==> src/rtl/mips_prog_loader_if.sv <==
// Signal bundle between mips_prog_loader and its host stream, instruction
// memory, core control, register file and dump sink.
interface mips_prog_loader_if #(
  parameter int MEM_AW = 10
);
  logic              in_valid;
  logic              in_ready;
  logic [31:0]       in_data;
  logic              in_last;
  logic              mem_we;
  logic [MEM_AW-1:0] mem_addr;
  logic [31:0]       mem_wdata;
  logic              core_init;
  logic              core_run;
  logic              core_halted;
  logic [4:0]        reg_raddr;
  logic [31:0]       reg_rdata;
  logic              out_valid;
  logic              out_ready;
  logic [31:0]       out_data;
  logic              out_last;
  logic              done;
  logic              timeout;
  logic              overflow;

  modport master (
    input  in_valid, in_data, in_last, core_halted, reg_rdata, out_ready,
    output in_ready, mem_we, mem_addr, mem_wdata, core_init, core_run,
           reg_raddr, out_valid, out_data, out_last, done, timeout, overflow
  );

  modport slave (
    output in_valid, in_data, in_last, core_halted, reg_rdata, out_ready,
    input  in_ready, mem_we, mem_addr, mem_wdata, core_init, core_run,
           reg_raddr, out_valid, out_data, out_last, done, timeout, overflow
  );
endinterface

==> src/rtl/mips_prog_loader.sv <==
// Host-side loader for the MIPS32 pipeline: streams a program into instruction
// memory, runs the core until HALTED (or timeout), then streams out R0..R(DUMP_REGS-1).
module mips_prog_loader #(
  parameter int MEM_AW    = 10,
  parameter int DUMP_REGS = 6,
  parameter int TIMEOUT   = 1000
) (
  input  logic               clk1,
  input  logic               rst,
  mips_prog_loader_if.master bus
);

  localparam int                CW     = (TIMEOUT > 1) ? $clog2(TIMEOUT) : 1;
  localparam logic [CW-1:0]     T_LAST = CW'(TIMEOUT - 1);
  localparam logic [4:0]        R_LAST = 5'(DUMP_REGS - 1);
  localparam logic [MEM_AW-1:0] A_LAST = '1;

  typedef enum logic [2:0] {S_LOAD, S_START, S_RUN, S_DUMP, S_DONE} state_t;

  state_t            state;
  logic [MEM_AW-1:0] wptr;
  logic [4:0]        idx;
  logic [CW-1:0]     cnt;

  // The write pointer parks at the top address; overflow ends the load instead of wrapping.
  function automatic logic [MEM_AW-1:0] sat_inc(input logic [MEM_AW-1:0] a);
    return (a == A_LAST) ? a : a + 1'b1;
  endfunction

  assign bus.reg_raddr = idx;
  assign bus.out_data  = bus.reg_rdata;
  assign bus.out_last  = bus.out_valid & (idx == R_LAST);

  always_ff @(posedge clk1 or posedge rst) begin
    if (rst) begin
      state         <= S_LOAD;
      wptr          <= '0;
      idx           <= '0;
      cnt           <= '0;
      bus.in_ready  <= 1'b1;
      bus.mem_we    <= 1'b0;
      bus.mem_addr  <= '0;
      bus.mem_wdata <= '0;
      bus.core_init <= 1'b0;
      bus.core_run  <= 1'b0;
      bus.out_valid <= 1'b0;
      bus.done      <= 1'b0;
      bus.timeout   <= 1'b0;
      bus.overflow  <= 1'b0;
    end else begin
      bus.mem_we    <= 1'b0;
      bus.core_init <= 1'b0;
      case (state)
        // Accepted word is written one cycle later at the current pointer.
        S_LOAD: begin
          if (bus.in_valid && bus.in_ready) begin
            bus.mem_we    <= 1'b1;
            bus.mem_addr  <= wptr;
            bus.mem_wdata <= bus.in_data;
            wptr          <= sat_inc(wptr);
            if (bus.in_last || wptr == A_LAST) begin
              bus.overflow  <= ~bus.in_last;
              bus.in_ready  <= 1'b0;
              bus.core_init <= 1'b1;
              state         <= S_START;
            end
          end
        end
        S_START: begin
          bus.core_run <= 1'b1;
          cnt          <= '0;
          state        <= S_RUN;
        end
        // A halt seen on the last allowed cycle still counts as a clean halt.
        S_RUN: begin
          cnt <= cnt + 1'b1;
          if (bus.core_halted || cnt == T_LAST) begin
            bus.timeout   <= ~bus.core_halted;
            bus.core_run  <= 1'b0;
            bus.out_valid <= 1'b1;
            state         <= S_DUMP;
          end
        end
        S_DUMP: begin
          if (bus.out_ready) begin
            if (idx == R_LAST) begin
              bus.out_valid <= 1'b0;
              bus.done      <= 1'b1;
              state         <= S_DONE;
            end else begin
              idx <= idx + 1'b1;
            end
          end
        end
        default: ;
      endcase
    end
  end

endmodule

==> src/flat_wrapper.sv <==
// flat-port wrapper written by rule: the top's interface ports become plain ports
module mips_prog_loader_flat 
#(
  parameter int MEM_AW    = 10,
  parameter int DUMP_REGS = 6,
  parameter int TIMEOUT   = 1000
)
  (clk1, rst, bus_in_valid, bus_in_data, bus_in_last, bus_core_halted, bus_reg_rdata, bus_out_ready, bus_in_ready, bus_mem_we, bus_mem_addr, bus_mem_wdata, bus_core_init, bus_core_run, bus_reg_raddr, bus_out_valid, bus_out_data, bus_out_last, bus_done, bus_timeout, bus_overflow);
  mips_prog_loader_if #(.MEM_AW(MEM_AW)) bus_i ();
  input  logic clk1;
  input  logic rst;
  input wire logic [$bits(bus_i.in_valid)-1:0] bus_in_valid;
  input wire logic [$bits(bus_i.in_data)-1:0] bus_in_data;
  input wire logic [$bits(bus_i.in_last)-1:0] bus_in_last;
  input wire logic [$bits(bus_i.core_halted)-1:0] bus_core_halted;
  input wire logic [$bits(bus_i.reg_rdata)-1:0] bus_reg_rdata;
  input wire logic [$bits(bus_i.out_ready)-1:0] bus_out_ready;
  output wire logic [$bits(bus_i.in_ready)-1:0] bus_in_ready;
  output wire logic [$bits(bus_i.mem_we)-1:0] bus_mem_we;
  output wire logic [$bits(bus_i.mem_addr)-1:0] bus_mem_addr;
  output wire logic [$bits(bus_i.mem_wdata)-1:0] bus_mem_wdata;
  output wire logic [$bits(bus_i.core_init)-1:0] bus_core_init;
  output wire logic [$bits(bus_i.core_run)-1:0] bus_core_run;
  output wire logic [$bits(bus_i.reg_raddr)-1:0] bus_reg_raddr;
  output wire logic [$bits(bus_i.out_valid)-1:0] bus_out_valid;
  output wire logic [$bits(bus_i.out_data)-1:0] bus_out_data;
  output wire logic [$bits(bus_i.out_last)-1:0] bus_out_last;
  output wire logic [$bits(bus_i.done)-1:0] bus_done;
  output wire logic [$bits(bus_i.timeout)-1:0] bus_timeout;
  output wire logic [$bits(bus_i.overflow)-1:0] bus_overflow;
  assign bus_i.in_valid = bus_in_valid;
  assign bus_i.in_data = bus_in_data;
  assign bus_i.in_last = bus_in_last;
  assign bus_i.core_halted = bus_core_halted;
  assign bus_i.reg_rdata = bus_reg_rdata;
  assign bus_i.out_ready = bus_out_ready;
  assign bus_in_ready = bus_i.in_ready;
  assign bus_mem_we = bus_i.mem_we;
  assign bus_mem_addr = bus_i.mem_addr;
  assign bus_mem_wdata = bus_i.mem_wdata;
  assign bus_core_init = bus_i.core_init;
  assign bus_core_run = bus_i.core_run;
  assign bus_reg_raddr = bus_i.reg_raddr;
  assign bus_out_valid = bus_i.out_valid;
  assign bus_out_data = bus_i.out_data;
  assign bus_out_last = bus_i.out_last;
  assign bus_done = bus_i.done;
  assign bus_timeout = bus_i.timeout;
  assign bus_overflow = bus_i.overflow;
  mips_prog_loader #(.MEM_AW(MEM_AW), .DUMP_REGS(DUMP_REGS), .TIMEOUT(TIMEOUT)) u_core (.clk1(clk1), .rst(rst), .bus(bus_i));
endmodule
==> config.mk <==
export PLATFORM = sky130hd
export DESIGN_NAME = mips_prog_loader_flat
export DESIGN_NICKNAME = d
export VERILOG_FILES = /design/src/rtl/mips_prog_loader_if.sv /design/src/rtl/mips_prog_loader.sv /design/src/flat_wrapper.sv
export SDC_FILE = /design/constraint.sdc
export NUM_CORES = 1
export LEC_CHECK = 0
export ABC_AREA = 1
export CAP_MARGIN = 20
export CORE_AREA = 2 2 100 102
export DETAILED_ROUTE_END_ITERATION = 10
export DIE_AREA = 0 0 102 104
export PLACE_DENSITY = 0.7
export SYNTH_ARGS = -nofsm -noshare
export SYNTH_HDL_FRONTEND = slang
export SYNTH_SLANG_ARGS = --single-unit
==> constraint.sdc <==
create_clock -name clk1 -period 4.5 [get_ports clk1]
set_clock_uncertainty 0.1 [all_clocks]
set_input_delay 0.9 -clock clk1 [delete_from_list [all_inputs] [get_ports clk1]]
set_output_delay 0.9 -clock clk1 [all_outputs]
set_load 0.01 [all_outputs]
# After elaboration in Yosys (flattened, before gate mapping)
# Cells that the tools add are included.
dict set report classes {
  add_sub_neg 3
  eq_ne 11
  muxes 18
  n_bitwise 5
  n_reduce_logical 16
}
# operator n
set ops {}
lappend ops {{$add A10 B1 Y10 const B} 2}
lappend ops {{$eq A10 B10 Y1 const B} 2}
lappend ops {{$pmux W10 S2} 1}
lappend ops {{$mux W3} 5}
lappend ops {{$pmux W3 S4} 1}
lappend ops {{$reduce_and A3 Y1} 4}
lappend ops {{$mux W1} 9}
lappend ops {{$ne A2 B1 Y1 const B} 4}
lappend ops {{$eq A3 B2 Y1 const B} 2}
lappend ops {{$reduce_and A2 Y1} 3}
lappend ops {{$reduce_and A6 Y1} 1}
lappend ops {{$add A5 B1 Y5 const B} 1}
lappend ops {{$eq A5 B3 Y1 const B} 1}
lappend ops {{$not A1 Y1} 4}
lappend ops {{$pmux W1 S2} 2}
lappend ops {{$reduce_and A4 Y1} 1}
lappend ops {{$reduce_bool A2 Y1} 2}
lappend ops {{$reduce_bool A4 Y1} 1}
lappend ops {{$eq A3 B1 Y1 const B} 1}
lappend ops {{$logic_not A3 Y1} 1}
lappend ops {{$logic_or A1 B1 Y1} 2}
lappend ops {{$ne A2 B2 Y1 const B} 1}
lappend ops {{$and A1 B1 Y1} 1}
lappend ops {{$logic_and A1 B1 Y1} 1}
dict set report totals {
  ff_bits 78
  input_bits 70
  output_inout_bits 88
  word_cells 67
}

# Longest topological paths before layout
# Gate-level depths: netlist of the first run.
dict set report logic_depth {
  word_depth 5
  mapped_depth 10
  mapped_depth_nobuf 10
}

# Worst setup path before layout of the first run
# No wires, ideal clock.
dict set report synth_path {
  kind {input-to-output}
  from {in bus_reg_rdata[0]}
  to {out bus_out_data[0]}
  arrival_ps 1019
  t_required_ps 3500
  path_slack_ps 2481
  cell_stages 1
  n_path_buf 1
  cell_sequence {buf_4}
}
# item line
set synth_rtl {}
lappend synth_rtl {{start: declaration} flat_wrapper.sv:16} ;# input wire logic [$bits(bus_i.reg_rdata)-1:0] bus_reg_rdata;
lappend synth_rtl {{end: declaration} flat_wrapper.sv:26} ;# output wire logic [$bits(bus_i.out_data)-1:0] bus_out_data;
# No word-level cell between the ends.

# Final worst setup path of the first run
dict set report layout_path {
  from {reg u_core.idx[1], in the netlist u_core.bus.reg_raddr[1]}
  to {out bus_out_last}
}
dict set report layout_via {
  elab_chain_len 2
}
# item line
set layout_rtl {}
lappend layout_rtl {{start: declaration} mips_prog_loader.sv:22} ;# logic [4:0] idx;
lappend layout_rtl {{start signal: assignment} mips_prog_loader.sv:91} ;# idx <= idx + 1'b1;
lappend layout_rtl {{$eq A5 B3 Y1} mips_prog_loader.sv:32} ;# assign bus.out_last = bus.out_valid & (idx == R_LAST);
lappend layout_rtl {{$and A1 B1 Y1} mips_prog_loader.sv:32}
lappend layout_rtl {{end: declaration} flat_wrapper.sv:27} ;# output wire logic [$bits(bus_i.out_last)-1:0] bus_out_last;
# No other way between the ends.

==> impl_metrics.tcl, run 1 <==
set metrics [dict create \
    status "finished clean" \
    cts.htree.levels 3 \
    wl_um 7530 \
    row_count 36 \
    cts_hold_buffers 0 \
    ys_seq_area_share_pct 54.1 \
    area_growth_pct 30.0 \
    drtAntennaViolNets 0 \
    nFillCells 936 \
    diodes 0 \
    period_needed_ns 2.80 \
    first_pass_iters 4 \
    start_util_pct 37.8 \
    drt_iter0_drc 166 \
    synth_seq_cells 78 \
    leakage_uw 0.00236 \
    ios 158 \
    cp_max_fo 5 \
    holdPathEnd "u_core.bus.mem_wdata[12]" \
    tns_ns 0 \
    worstSetupPathType "reg -> out" \
    maxCapViolations 0 \
    drive_above_1_share_pct 6.31 \
    final-max-slew-violation-count 0 \
    nets 560 \
    core-area_um2 9550 \
    hold_depth 2 \
    crit_arrival_ns 1.80 \
    tritoncts "done" \
    yosysWarnings 0 \
    grt_usage_pct 14.6 \
    grt_max_degree 58 \
    die-area_um2 10600 \
    synth_area_um2 3610 \
    cts-resized-gates 0 \
    synth.avg_cell_area_um2 8.58 \
    r2r_setup_slack_ns 2.20 \
    hold_viol_final 0 \
    dpl_cell_area_um2 4410 \
    worstReg2RegStart "u_core.state[1]" \
    drc_errors 0 \
    die_y_um 104 \
    max_slew_margin_pct 49.0 \
    routed_via_density 4.41 \
    gp_congestion 0.766 \
    timing.final.crit_share_pct 62.3 \
    final_cell_mix "170 x nand2_1, 93 x clkdlybuf4s50_1, 77 x dfrtp_1" \
    setup_viol 0 \
    post-dp-hpwl_um 5340 \
    root_buffer "clkbuf_8" \
    synth.largest_area_cell "dfrtp_1" \
    grt_pass1_vias 2756 \
    cts_buffers 9 \
    worst_ep_required_time_ns 3.50 \
    via_count 2751 \
    r2r-end "u_core.wptr[8]" \
    syn_nets 495 \
    crit_path_start_kind "register" \
    endpoint_kind "primary output" \
    clockBufferDepth 2 \
    fmax_mhz 357 \
    cts_setup_buffers 0 \
    design_area_um2 4690 \
    yosys.cell_types.count 28 \
    synthTopCellsByArea "dfrtp_1 53%, nand2_1 18%, buf_4 7.3%" \
    synthCells 421 \
    antenna_found_initial 0 \
    p_per_area_nw_per_um2 299 \
    p_total_uw 1400 \
    port-buffer-count 93 \
    die_width_um 102 \
    tightest_slew_ns 0.763 \
    final_common_cell "nand2_1" \
    r2r_cells 6 \
    grt_overflow_total 0 \
    worstSetupStartpoint "u_core.bus.reg_raddr[1]" \
    grt_pass1_wl_um 12500 \
    vdd_drop_max_mv 0.179 \
    clkSlewWorstSetupHoldPaths_ns 0.08 \
    hp-start "u_core.bus.mem_wdata[12]" \
    avgRoutedWirePerCell_um 12.1 \
    cts_num_sinks 78 \
    rsz0062_at_grt "false" \
    insertion_delay_ns 0.34 \
    hp-class "reg -> reg" \
    synth_top_area_share_pct 53.4 \
]
power by group:
group / switching (uW) / internal (uW) / total [uW] / leakage [uW]
clock: 248 / 399 / 646 / 0.000122
sequential: 0.234 / 701 / 701 / 0.00104
combinational: 21.1 / 32.5 / 53.6 / 0.00119
total: 269 / 1130 / 1400 / 0.00236
per-layer routing:
metal / vias up / GRT usage [%] / share of wire (%)
met4: 0 / 6.19 / 2.0
met3: 16 / 4.37 / 8.1
li1: 1394 / - / -
met1: 1256 / 18.8 / 45
met5: - / 0 / 0
met2: 85 / 22.8 / 45
per-stage QoR:
step | std cells | utilization [%] | hold WS, ns | setup slack (ns)
2_1_floorplan | 421 | - | 0.356 | 1.51
6_report | 624 | 49.1 | 0.372 | 1.70
4_1_cts | 623 | 48.9 | 0.377 | 1.67
3_3_place_gp | 607 | 46.2 | 0.354 | 1.44
5_1_grt | 624 | 49.1 | 0.390 | 1.56
3_5_place_dp | 607 | 46.2 | 0.354 | 1.40
cells in the mapped netlist:
library cell / instances
a31oi_1: 1
dfstp_2: 1
clkbuf_1: 1
or2_2: 1
o22ai_1: 2
xor2_1: 9
a21oi_1: 3
nand3b_1: 1
xnor2_1: 3
buf_4: 35
nand2_1: 170
buf_2: 3
inv_2: 1
ha_1: 4
nor2_4: 3
buf_6: 3
nor3_1: 3
nand2_2: 2
nor2_1: 20
a22oi_1: 1
nand3_1: 16
o21ai_0: 16
o21ai_1: 2
inv_1: 35
dfrtp_1: 77
o21a_1: 2
nor2_2: 3
nand4_1: 3
sequential cells by signal, summed over array words and instances (netlist names), 3 cells and up:
name and count:
u_core.bus.mem_addr 10, u_core.bus.mem_wdata 32, u_core.bus.reg_raddr 5, u_core.cnt 10, u_core.state 3, u_core.wptr 10
final cells by class:
cell class	count	area (um2)	area share [%]
clock inverters	5	105	2.24
inverters	36	136	2.91
clock buffers	11	151	3.23
flip-flops and latches	78	1950	41.6
well taps	133	166	3.55
repair buffers	96	973	20.7
multi-input cells	265	1210	25.7
worst max-delay path: stages (launching register included):
cell,delay (ns)
dfrtp_1,0.43
inv_1,0.08
ha_1,0.13
nand3_1,0.16
nor2_1,0.13
clkdlybuf4s50_1,0.55
cells by family (layout without fill, tap and decap cells):
kind of cell,count (synthesis),in the layout,synth area share (%)
flip-flops,78,78,54.1
AND/OR/NAND/NOR,222,222,25.1
XOR/XNOR,12,12,2.91
buffers and inverters,78,148,12.5
AO/OA/AOI/OAI,27,27,4.05
adder cells (fa/ha/maj),4,4,1.39
how the worst max path moves through the flow:
| stage | depth (start not counted) | to | slack [ns] |
|---|---|---|---|
| finish | 5 | bus_out_last | 1.70 |
| global route | 5 | bus_out_last | 1.56 |
| CTS | 5 | bus_out_last | 1.67 |
| detailed placement | 6 | u_core.wptr[8] | 1.40 |
| global placement | 6 | u_core.wptr[8] | 1.44 |
| floorplan | 1 | u_core.bus.core_init | 1.51 |
Power figures use the tool's default switching activity.
==> run 2: changes to the inputs <==
--- a/config.mk
+++ b/config.mk
@@ -7,10 +7,10 @@
 export LEC_CHECK = 0
 export ABC_AREA = 1
 export CAP_MARGIN = 20
-export CORE_AREA = 2 2 100 102
+export CORE_AREA = 2 2 101 103
 export DETAILED_ROUTE_END_ITERATION = 10
-export DIE_AREA = 0 0 102 104
-export PLACE_DENSITY = 0.7
+export DIE_AREA = 0 0 103 105
+export PLACE_DENSITY = 0.72
 export SYNTH_ARGS = -nofsm -noshare
 export SYNTH_HDL_FRONTEND = slang
 export SYNTH_SLANG_ARGS = --single-unit
==> constraint.sdc (replaced) <==
create_clock -name clk1 -period 2.35 [get_ports clk1]
set_clock_uncertainty 0.1 [all_clocks]
set_input_delay 0.47 -clock clk1 [delete_from_list [all_inputs] [get_ports clk1]]
set_output_delay 0.47 -clock clk1 [all_outputs]
set_load 0.01 [all_outputs]
==> run 2 against run 1 <==
Critical path depth shrank 4. Core utilization shrank 0.43 points. Largest power group unchanged. Sequential share of layout area about the same. Cell area about the same. Hold slack worse by 0.018 ns. Global-route usage is 0.17 points higher.
==> impl_metrics.tcl, run 2 (synthesis results as in run 1) <==
set metrics [dict create \
    hp-start "u_core.bus.in_ready" \
    hold_viol_final 0 \
    grt_max_degree 52 \
    area_growth_pct 30.0 \
    grt_pass1_wl_um 12700 \
    hp-class "reg -> reg" \
    crit_chain "clkdlybuf4s50_1" \
    worstSetupStartpoint "u_core.bus.in_ready" \
    tightest_slew_ns 0.361 \
    die-area_um2 10800 \
    die_y_um 105 \
    insertion_delay_ns 0.36 \
    multiInputGateArea_um2 1210 \
    grt_usage_pct 14.8 \
    post-dp-hpwl_um 5420 \
    antenna_found_initial 0 \
    avgRoutedWirePerCell_um 12.0 \
    maxCapViolations 0 \
    clkSlewWorstSetupHoldPaths_ns 0.09 \
    leakage_uw 0.00237 \
    final_util_pct 48.7 \
    fmax_mhz 501 \
    nets 566 \
    worst_ep_required_time_ns 1.78 \
    drt_iter0_drc 84 \
    worstSetupPathType "reg -> out" \
    largest_reg_flops 32 \
    r2r_cells 7 \
    timing.final.crit_share_pct 84.9 \
    design_area_um2 4700 \
    drtAntennaViolNets 0 \
    cts.htree.levels 3 \
    crit_family "flip-flops" \
    crit_path_start_kind "register" \
    holdPathEnd "u_core.bus.in_ready" \
    tritoncts "done" \
    grt_pass1_vias 2789 \
    gp_congestion 0.766 \
    rsz0062_at_grt "false" \
    cp_slowest_stage_delay_ns 0.54 \
    fin_hold_ws_ns 0.354 \
    tns_ns 0 \
    drc_errors 0 \
    start_util_pct 37.5 \
    r2r-end "u_core.cnt[8]" \
    row_count 36 \
    root_buffer "clkbuf_8" \
    first_pass_iters 5 \
    nFillCells 949 \
    setup_viol 0 \
    clockBufferDepth 2 \
    max_slew_margin_pct 75.9 \
    crit_arrival_ns 1.42 \
    final-max-slew-violation-count 0 \
    worstReg2RegStart "u_core.cnt[0]" \
    r2r_setup_slack_ns 0.74 \
    drive_above_1_share_pct 7.65 \
    port-buffer-count 93 \
    seq_area_um2 1950 \
    grt_overflow_total 0 \
    hold_depth 2 \
    cts_hold_buffers 0 \
    p_total_uw 2450 \
    cts_buffers 9 \
    period_needed_ns 1.99 \
    status "finished clean" \
    cts_num_sinks 78 \
    path_buf_inv 1 \
    routed_via_density 4.48 \
    dpl_cell_area_um2 4470 \
    die_width_um 103 \
    top_register "u_core.bus.mem_wdata" \
    ios 158 \
    worst_path_max_delay_cell "dfstp_2" \
    final_cell_mix "170 x nand2_1, 92 x clkdlybuf4s50_1, 76 x dfrtp_1" \
    core-area_um2 9640 \
    via_count 2822 \
    endpoint_kind "primary output" \
    wl_um 7570 \
    vdd_drop_max_mv 0.332 \
    cp_max_fo 3 \
    diodes 0 \
    p_per_area_nw_per_um2 522 \
    final_common_cell "nand2_1" \
]
==> run 2: area by class of cell <==
| cell class | instances | share of cell area, % |
|---|---|---|
| clock buffers | 10 | 2.72 |
| clock inverters | 6 | 1.49 |
| inverters | 36 | 2.96 |
| multi-input cells | 265 | 25.8 |
| flip-flops and latches | 78 | 41.6 |
| well taps | 133 | 3.54 |
| repair buffers | 102 | 21.8 |
==> run 2: repair_timing <==
item / CTS / global route
setup buffers: 1 / 2
setup endpoints to repair: 1 / 1
gates resized for setup: 2 / 1
==> run 2: layer usage <==
layer  vias to the layer above  wire (um)  track usage [%]
li1                       1411          -                -
met4                         0        160             6.95
met5                         -          0                0
met1                      1303       3430             18.3
met3                        13        559             4.15
met2                        95       3410             23.7
==> run 2: worst max-delay path by stage <==
| stage | to | cells after the start |
|---|---|---|
| 2_1_floorplan | bus_out_last | 4 |
| 3_3_place_gp | bus_out_last | 5 |
| 3_5_place_dp | bus_out_last | 5 |
| 4_1_cts | bus_out_last | 4 |
| 5_1_grt | bus_in_ready | 1 |
| 6_report | bus_in_ready | 1 |
==> run 2: worst min-delay path, cell delays in order (launching register included) <==
cell     delay [ns]
dfstp_2        0.38
inv_1          0.04
nor2_1         0.04
==> run 2: through the flow <==
stage | std cells | setup slack [ns]
2_1_floorplan | 421 | 0.833
6_report | 630 | 0.355
5_1_grt | 630 | 0.304
3_3_place_gp | 611 | 0.378
4_1_cts | 628 | 0.0318
3_5_place_dp | 611 | 0.357
==> run 2: power breakdown <==
group	leakage [uW]	internal, uW	switching (uW)
clock	0.0000891	496	510
combinational	0.00124	61.0	40.3
sequential	0.00104	1340	0.432
